<file path="config.mk">
export PLATFORM = sky130hd
export DESIGN_NAME = instruction_fetch_unit_flat
export DESIGN_NICKNAME = d
export VERILOG_FILES = /design/src/rtl/instruction_fetch_unit_pkg.sv /design/src/rtl/instruction_fetch_unit_if.sv /design/src/rtl/instruction_fetch_unit_if_id_register.sv /design/src/rtl/instruction_fetch_unit.sv /design/src/flat_wrapper.sv
export SDC_FILE = /design/constraint.sdc
export NUM_CORES = 1
export LEC_CHECK = 0
export CORE_MARGIN = 10
export CORE_UTILIZATION = 30
export CTS_BUF_LIST = sky130_fd_sc_hd__clkbuf_2
export DETAILED_ROUTE_END_ITERATION = 6
export GPL_TIMING_DRIVEN = 0
export PLACE_DENSITY = 0.7
export SLEW_MARGIN = 20
export SYNTH_ARGS = -nofsm -noshare
export SYNTH_HDL_FRONTEND = slang
export SYNTH_SLANG_ARGS = --single-unit
</file>
<file path="constraint.sdc">
create_clock -name clk -period 12.1 [get_ports clk]
set_clock_uncertainty 0.05 [all_clocks]
set_input_delay 2.42 -clock clk [delete_from_list [all_inputs] [get_ports clk]]
set_output_delay 2.42 -clock clk [all_outputs]
set_load 0.05 [all_outputs]
</file>
<file path="src/rtl/instruction_fetch_unit_pkg.sv">
// Shared constants and types for the instruction fetch stage.
//   fetch_state_e : fetch FSM encoding (idle after reset, fetching, faulted)
//   PC_STEP       : byte distance between sequential instructions
//   NOP_INSTR     : MIPS sll $0,$0,0, shown on the IF/ID output when empty
//   is_aligned()  : true when a byte address is 32-bit word aligned
package instruction_fetch_unit_pkg;

  localparam logic [31:0] PC_STEP   = 32'd4;
  localparam logic [31:0] NOP_INSTR = 32'h0000_0000;

  typedef enum logic [1:0] {
    S_IDLE  = 2'd0,
    S_FETCH = 2'd1,
    S_FAULT = 2'd2
  } fetch_state_e;

  function automatic logic is_aligned(input logic [31:0] addr);
    return (addr[1:0] == 2'b00);
  endfunction

endpackage

</file>
<file path="src/rtl/instruction_fetch_unit_if.sv">
// Bundle between the fetch unit and its environment.
// The bundle carries three groups of signals: decode control, the instruction memory port, and the IF/ID payload.
//   master : the fetch unit
//   slave  : memory + decode side
// Signals:
//   stall, redirect, redirect_target      decode -> fetch
//   address, read_en, ce / data           fetch <-> instruction memory
//   if_pc, if_pc_plus4, if_instr, if_valid fetch -> decode
//   fetch_fault                           sticky fault indication
interface instruction_fetch_unit_if;

  logic        stall;
  logic        redirect;
  logic [31:0] redirect_target;
  logic [31:0] address;
  logic        read_en;
  logic        ce;
  logic [31:0] data;
  logic [31:0] if_pc;
  logic [31:0] if_pc_plus4;
  logic [31:0] if_instr;
  logic        if_valid;
  logic        fetch_fault;

  modport master (
    input  stall, redirect, redirect_target, data,
    output address, read_en, ce,
    output if_pc, if_pc_plus4, if_instr, if_valid, fetch_fault
  );

  modport slave (
    output stall, redirect, redirect_target, data,
    input  address, read_en, ce,
    input  if_pc, if_pc_plus4, if_instr, if_valid, fetch_fault
  );

endinterface

</file>
<file path="src/rtl/instruction_fetch_unit_if_id_register.sv">
// The IF/ID pipeline register holds the fetched instruction and its PC until decode takes them.
//   clk, reset     : clock, async active-high reset
//   load_i         : capture pc_i / instr_i as a valid instruction
//   flush_i        : drop the held instruction (wins over load_i)
//   pc_i, instr_i  : PC being fetched and the memory word at that PC
//   if_*_o         : registered IF/ID contents
// With neither load_i nor flush_i asserted, every field holds (stall).
module if_id_register
  import instruction_fetch_unit_pkg::*;
#(
  parameter logic [31:0] NOP_WORD = NOP_INSTR
) (
  input  logic        clk,
  input  logic        reset,
  input  logic        load_i,
  input  logic        flush_i,
  input  logic [31:0] pc_i,
  input  logic [31:0] instr_i,
  output logic [31:0] if_pc_o,
  output logic [31:0] if_pc_plus4_o,
  output logic [31:0] if_instr_o,
  output logic        if_valid_o
);

  logic [31:0] if_pc_q;
  logic [31:0] if_pc_plus4_q;
  logic [31:0] if_instr_q;
  logic        if_valid_q;

  // A flush clears only the instruction and the valid flag.
  // The stale PC fields are never consumed while if_valid is low.
  always_ff @(posedge clk or posedge reset) begin
    if (reset) begin
      if_pc_q       <= 32'h0;
      if_pc_plus4_q <= 32'h0;
      if_instr_q    <= NOP_WORD;
      if_valid_q    <= 1'b0;
    end else if (flush_i) begin
      if_instr_q    <= NOP_WORD;
      if_valid_q    <= 1'b0;
    end else if (load_i) begin
      if_pc_q       <= pc_i;
      if_pc_plus4_q <= pc_i + PC_STEP;
      if_instr_q    <= instr_i;
      if_valid_q    <= 1'b1;
    end
  end

  assign if_pc_o       = if_pc_q;
  assign if_pc_plus4_o = if_pc_plus4_q;
  assign if_instr_o    = if_instr_q;
  assign if_valid_o    = if_valid_q;

endmodule

</file>
<file path="src/rtl/instruction_fetch_unit.sv">
// This is the instruction fetch stage. It owns the PC, drives the instruction memory port,
// and fills the IF/ID register for decode.
//   clk, reset : clock, async active-high reset
//   bus        : master side of instruction_fetch_unit_if
//                (stall/redirect in, memory port, IF/ID payload, fetch_fault out)
// At each fetch cycle, a redirect wins over a stall, and a stall wins over a sequential fetch.
// A misaligned redirect, or a PC outside memory, parks the unit in S_FAULT.
// Only a later aligned, in-range redirect leaves S_FAULT.
module instruction_fetch_unit
  import instruction_fetch_unit_pkg::*;
#(
  parameter logic [31:0] RESET_PC  = 32'h0000_0000,
  parameter int unsigned MEM_WORDS = 1024,
  parameter logic [31:0] NOP_WORD  = NOP_INSTR
) (
  input  logic                     clk,
  input  logic                     reset,
  instruction_fetch_unit_if.master bus
);

  localparam logic [31:0] PC_LIMIT = 32'(MEM_WORDS * 4);

  fetch_state_e state_q;
  logic [31:0]  pc_q;
  logic         fault_q;

  logic         in_fetch;
  logic         pc_in_range;
  logic         target_ok;
  logic         load;
  logic         flush;

  assign in_fetch    = (state_q == S_FETCH);
  assign pc_in_range = (pc_q < PC_LIMIT);
  assign target_ok   = is_aligned(bus.redirect_target) && (bus.redirect_target < PC_LIMIT);

  // The IF/ID register takes a new word only on an unstalled, in-range fetch cycle.
  // It is flushed when a redirect arrives, or when the current PC falls outside memory.
  assign load  = in_fetch && !bus.redirect && !bus.stall && pc_in_range;
  assign flush = in_fetch && (bus.redirect || (!bus.stall && !pc_in_range));

  // Fetch FSM: state, PC and sticky fault flag.
  always_ff @(posedge clk or posedge reset) begin
    if (reset) begin
      state_q <= S_IDLE;
      pc_q    <= RESET_PC;
      fault_q <= 1'b0;
    end else begin
      unique case (state_q)
        S_IDLE: begin
          state_q <= S_FETCH;
        end
        S_FETCH: begin
          if (bus.redirect) begin
            pc_q <= bus.redirect_target;
            if (!is_aligned(bus.redirect_target)) begin
              state_q <= S_FAULT;
              fault_q <= 1'b1;
            end
          end else if (!bus.stall) begin
            if (pc_in_range) begin
              pc_q <= pc_q + PC_STEP;
            end else begin
              state_q <= S_FAULT;
              fault_q <= 1'b1;
            end
          end
        end
        S_FAULT: begin
          if (bus.redirect && target_ok) begin
            pc_q    <= bus.redirect_target;
            state_q <= S_FETCH;
            fault_q <= 1'b0;
          end
        end
        default: begin
          state_q <= S_IDLE;
        end
      endcase
    end
  end

  // The memory port is combinational from state, so the address-to-data path closes in one cycle.
  assign bus.address     = pc_q;
  assign bus.ce          = in_fetch;
  assign bus.read_en     = in_fetch && !bus.stall;
  assign bus.fetch_fault = fault_q;

  if_id_register #(
    .NOP_WORD (NOP_WORD)
  ) u_if_id (
    .clk           (clk),
    .reset         (reset),
    .load_i        (load),
    .flush_i       (flush),
    .pc_i          (pc_q),
    .instr_i       (bus.data),
    .if_pc_o       (bus.if_pc),
    .if_pc_plus4_o (bus.if_pc_plus4),
    .if_instr_o    (bus.if_instr),
    .if_valid_o    (bus.if_valid)
  );

endmodule

</file>
<file path="src/flat_wrapper.sv">
// flat-port wrapper written by rule: the top's interface ports become plain ports
module instruction_fetch_unit_flat import instruction_fetch_unit_pkg::*;
#(
  parameter logic [31:0] RESET_PC  = 32'h0000_0000,
  parameter int unsigned MEM_WORDS = 1024,
  parameter logic [31:0] NOP_WORD  = NOP_INSTR
)
  (clk, reset, bus_stall, bus_redirect, bus_redirect_target, bus_data, bus_address, bus_read_en, bus_ce, bus_if_pc, bus_if_pc_plus4, bus_if_instr, bus_if_valid, bus_fetch_fault);
  instruction_fetch_unit_if bus_i ();
  input  logic clk;
  input  logic reset;
  input wire logic [$bits(bus_i.stall)-1:0] bus_stall;
  input wire logic [$bits(bus_i.redirect)-1:0] bus_redirect;
  input wire logic [$bits(bus_i.redirect_target)-1:0] bus_redirect_target;
  input wire logic [$bits(bus_i.data)-1:0] bus_data;
  output wire logic [$bits(bus_i.address)-1:0] bus_address;
  output wire logic [$bits(bus_i.read_en)-1:0] bus_read_en;
  output wire logic [$bits(bus_i.ce)-1:0] bus_ce;
  output wire logic [$bits(bus_i.if_pc)-1:0] bus_if_pc;
  output wire logic [$bits(bus_i.if_pc_plus4)-1:0] bus_if_pc_plus4;
  output wire logic [$bits(bus_i.if_instr)-1:0] bus_if_instr;
  output wire logic [$bits(bus_i.if_valid)-1:0] bus_if_valid;
  output wire logic [$bits(bus_i.fetch_fault)-1:0] bus_fetch_fault;
  assign bus_i.stall = bus_stall;
  assign bus_i.redirect = bus_redirect;
  assign bus_i.redirect_target = bus_redirect_target;
  assign bus_i.data = bus_data;
  assign bus_address = bus_i.address;
  assign bus_read_en = bus_i.read_en;
  assign bus_ce = bus_i.ce;
  assign bus_if_pc = bus_i.if_pc;
  assign bus_if_pc_plus4 = bus_i.if_pc_plus4;
  assign bus_if_instr = bus_i.if_instr;
  assign bus_if_valid = bus_i.if_valid;
  assign bus_fetch_fault = bus_i.fetch_fault;
  instruction_fetch_unit #(.RESET_PC(RESET_PC), .MEM_WORDS(MEM_WORDS), .NOP_WORD(NOP_WORD)) u_core (.clk(clk), .reset(reset), .bus(bus_i));
endmodule
</file>
* Yosys cells after proc, flatten, opt, wreduce, memory -nomap -nowiden *
Index checks and enable logic that the tools add are counted.

word-level totals
  bits in registers = 132
  word-level logic and storage cells = 59
  input port bits = 68
  output and inout port bits = 132

operators by class
  equal/unequal tests = 7
  multiplexer cells = 21
  bitwise logic cells = 1
  add/subtract/negate cells = 1
  order comparisons = 2
  reductions and logical operators = 20

operators by type and width
  kind                                                           number
  two-way mux 32 bit                                             6
  less-than comparator 32 x 13 -> 1 bit (second input constant)  2
  case mux 32 bit (2 select lines)                               1
  adder 32 x 3 -> 32 bit (second input constant)                 1
  != test 3 bit (second input constant)                          4
  two-way mux 2 bit                                              5
  logical AND 1 bit                                              8
  AND reduction 4 bit                                            2
  two-way mux 1 bit                                              7
  case mux 2 bit (3 select lines)                                1
  AND reduction 5 bit                                            1
  logical NOT 2 bit                                              2
  nonzero test 2 bit                                             2
  logical NOT 1 bit                                              3
  equality test 2 x 1 -> 1 bit (second input constant)           1
  equality test 2 bit (second input constant)                    1
  != test 2 x 1 -> 1 bit (second input constant)                 1
  case mux 1 bit (2 select lines)                                1
  AND reduction 2 bit                                            1
  logical OR 1 bit                                               1
  inverter 1 bit                                                 1

* Logic depth before layout (Yosys ltp) *
  depth in word-level cells = 7
  mapped depth = 8
  depth with buffers taken out = 6

* By module *
A second synthesis with hierarchy kept.

unflattened totals
  cell total of the unflattened synthesis = 716
  area total of the unflattened synthesis = 6,477.5 µm²

by module, submodules not included
  module                  cells an instance  instances  seq. area each (µm²)  area an instance (µm²)
  if_id_register          436                1          2,377.3               4,242.8
  instruction_fetch_unit  280                1          875.8                 2,234.6

* Worst setup path before layout *
OpenSTA, ideal clock, no wires.

  path type = input -> output
  from = input bus_stall
  to = output bus_read_en
  path buffers = 0
  cell stages on the path = 3
  slack = 6,689 ps
  arrival time = 2,941 ps
  cells stage by stage = inv_1 nand2_1 inv_1

on the way
  cells in the longest elaborated chain, start to end = 2

ends and longest elaborated chain
  element             line                          RTL
  start: declaration  flat_wrapper.sv:12            input wire logic [$bits(bus_i.stall)-1:0] bus_stall;
  logical NOT 1 bit   instruction_fetch_unit.sv:86  assign bus.read_en = in_fetch && !bus.stall;
  logical AND 1 bit   instruction_fetch_unit.sv:86
  end: declaration    flat_wrapper.sv:17            output wire logic [$bits(bus_i.read_en)-1:0] bus_read_en;

No other way between the ends.

* Worst setup path after layout *
Ends and elaborated chain as after synthesis.

==> out/metrics.csv <==
stage,metric,value,unit
synthesis,synth-simple-area-share,16.1,%
cts,cts_num_sinks,130,
drt,drtPass1Iterations,4,
worst_setup_path,r2r-start,u_core.bus.address[2],
timing,hold_violations,0,
timing,min_period,6470,ps
hold_path,min_path_cells,1,
drt,wirelength,18100,µm
timing,setup-violations-final,0,
global_routing,grt_pass1_vias,4709,
pwr,pwr-share-clk,19.9,%
cts,cts_resized,0,
drt,drt_iter0_drc,190,
worst_setup_path,cp.depth,5,
pwr,ir_worst_vdd,0.143,mV
cts,cts_made_buffers,17,
worst_setup_path,cpPeakStageDelay,840,ps
place,dpl_cell_area,7750,µm²
hold_path,min_path_type,reg -> reg,
cells_and_area,nFillCells,1726,
place,place_inst,890,
pwr,p_leak,3.54,nW
worst_setup_path,critPathBufInv,4,
synthesis,avgSynthCellArea,11.8,µm²
worst_setup_path,crit_family,buffers and inverters,
worst_setup_path,slowest_stage,clkdlybuf4s50_1,
global_routing,globalRouteTotalUtil,14.8,%
pwr,pwr-share-comb,41.1,%
synthesis,synthArstFlopShare,100,%
drt,route.detailed.drc,0,
worst_setup_path,endpoint_kind,output port,
cts,ctsRootBufferMaster,clkbuf_2,
timing,rsz0062_at_grt,no,
synthesis,synth_edf_count,0,
worst_setup_path,rrSetupSlack,9610,ps
synthesis,synthCells,461,
cells_and_area,layout_commonest_cell,clkdlybuf4s50_1,
worst_setup_path,required,9630,ps
synthesis,synth-compound-area-share,14.6,%
cells_and_area,antenna_cells,0,
synthesis,yosys.area_share.adder,0.230,%
worst_setup_path,path_cells,clkdlybuf4s50_1 -> inv_1 -> nand2_1 -> inv_1 -> clkdlybuf4s50_1,
place,portBuffers,199,
worst_setup_path,cp-endpoint,bus_read_en,
status,status,"complete, no violations",
drt,viasPerCell,4.91,
cts,clk_path_buf_depth,2,
timing,fmax,155,MHz
cells_and_area,layout-drive-gt1-share,11.8,%
cells_and_area,fin_area,8010,µm²
synthesis,netlist_area,5440,µm²
worst_setup_path,startpoint_type,input port,
worst_setup_path,crit_path_start,bus_stall,
synthesis,synth_cell_types,52,
synthesis,synth_top_family_by_area,simple AND/OR/NAND/NOR gates,
timing,fin_crit_sh,53.4,%
cts,cts_setup_buffers,0,
synthesis,muxShareOfSynthArea,3.70,%
synthesis,ys.flop_type,dfrtp_1,
cells_and_area,nets,749,
global_routing,grt-ovfl-total,0,
drt,num_vias,4524,
die,rows,49,
drt,wl_per_cell,19.6,µm
drt,drtAntennaViolNets,0,
pwr,seq_power_share,39.0,%
cts,cts_max_level,4,
flow_run,max-cap-violations,0,
synthesis,synth_warnings,0,
global_routing,antenna_found_initial,0,
worst_setup_path,worstSetupPathType,in -> out,
worst_setup_path,worst-r2r-cell-count,6,
die,die_w,155,µm
global_routing,grt_max_degree,87,
pwr,power_density,179,nW/µm²
place,hpwl,13700,µm
timing,setup_tns,0,ps
die,start_util,30.4,%
timing,drv_slew,0,
worst_setup_path,r2r_end,u_core.bus.address[30],
global_routing,grt_pass1_wl,28100,µm
timing,holdWs,463,ps
cts,cts_tree,done,
cells_and_area,final_cells,922,
pwr,power_switching,638,µW
worst_setup_path,crit_fanout,4,
die,core,17900,µm²
die,fp.dieH,155,µm
synthesis,synth-seq-cells,130,
place,place_congestion,0.862,
worst_setup_path,arrival,4000,ps
die,dieArea,23900,µm²
cts,cts_hold_buffers,0,
cells_and_area,area_delta_synth_final,47.3,%
synthesis,seq_area_frac_synth,59.8,%
cells_and_area,final_cell_mix,"199 x clkdlybuf4s50_1, 130 x dfrtp_1, 40 x nor2b_1",
cts,insertion_delay,700,ps
timing,relSlewSlack,52.4,%
pwr,p_int,792,µW
pwr,swShare,44.6,%
synthesis,syn_nets,530,
timing,worst_pin_slew,709,ps
cts,clk_pin_slew,190,ps
cells_and_area,final_util,44.8,%
die,io-pin-count,200,
synthesis,synth_xor_area_share,1.45,%
power by group through the flow:
stage,sequential [mW],clock (mW),combinational [mW]
3_3_place_gp,0.563,0,0.583
6_report,0.557,0.285,0.588
4_1_cts,0.556,0.298,0.593
5_1_grt,0.567,0.315,0.628
3_5_place_dp,0.564,0,0.590
2_1_floorplan,0.717,0,0.214
flip-flops by register name, indices dropped and copies added, names as in the netlist:
signal	count
u_core.bus.address	32
u_core.bus.fetch_fault	1
u_core.state_q	2
u_core.u_if_id.if_instr_o	32
u_core.u_if_id.if_pc_o	32
u_core.u_if_id.if_pc_plus4_o	30
u_core.u_if_id.if_valid_o	1
through the flow:
step           setup slack [ps]  total power [mW]
2_1_floorplan              6160             0.931
3_3_place_gp               4290              1.15
3_5_place_dp               5650              1.15
4_1_cts                    5640              1.45
5_1_grt                    5570              1.51
6_report                   5630              1.43
cells in the mapped netlist, drive strengths merged, types with 12 or more instances:
cell / count / area share (%)
a22o: 32 / 5.2
a2bb2oi: 12 / 1.9
buf: 20 / 2.4
clkbuf: 13 / 0.97
dfrtp: 130 / 60
mux2: 17 / 3.5
nand2: 18 / 1.2
nand3: 19 / 1.8
nor2: 22 / 1.5
nor2b: 41 / 4.8
nor3: 12 / 1.3
o21ai: 17 / 1.6
area by class of cell:
class / count / area (µm²) / share of cell area, %
sequential: 130 / 3250 / 40.6
buffer: 33 / 184 / 2.30
tap: 229 / 287 / 3.58
clock buffer: 17 / 85.1 / 1.06
inverter: 10 / 45.0 / 0.562
clock inverter: 15 / 173 / 2.16
timing repair buffer: 200 / 2020 / 25.2
multi-input combinational: 288 / 1970 / 24.5
metal layers:
metal	up-vias	share of wire (%)	track usage, %
met5	-	0	0
met4	0	0.91	4.05
met3	12	8.7	6.07
met2	175	47	23.1
met1	2205	43	18.6
li1	2132	-	-
worst min-delay path by stage:
stage	slack, ps	endpoint	startpoint
floorplan	510	u_core.state_q[0]	u_core.state_q[0]
CTS	460	u_core.u_if_id.if_valid_o	u_core.u_if_id.if_valid_o
global placement	410	u_core.u_if_id.if_valid_o	u_core.u_if_id.if_valid_o
finish	460	u_core.u_if_id.if_valid_o	u_core.u_if_id.if_valid_o
detailed placement	420	u_core.u_if_id.if_valid_o	u_core.u_if_id.if_valid_o
global route	490	u_core.u_if_id.if_pc_plus4_o[29]	u_core.u_if_id.if_pc_plus4_o[29]
cell families (layout without fill, tap and decap cells):
logic type	Yosys count	after routing
xor gates and xnor gates	9	9
buffers and inverters	43	275
adders and majority gates	1	1
DFF	130	130
and+or+nand+nor	153	153
muxes	18	18
AOI/OAI and AO/OA	107	107
Note: power is estimated with default switching activity, not from simulation.
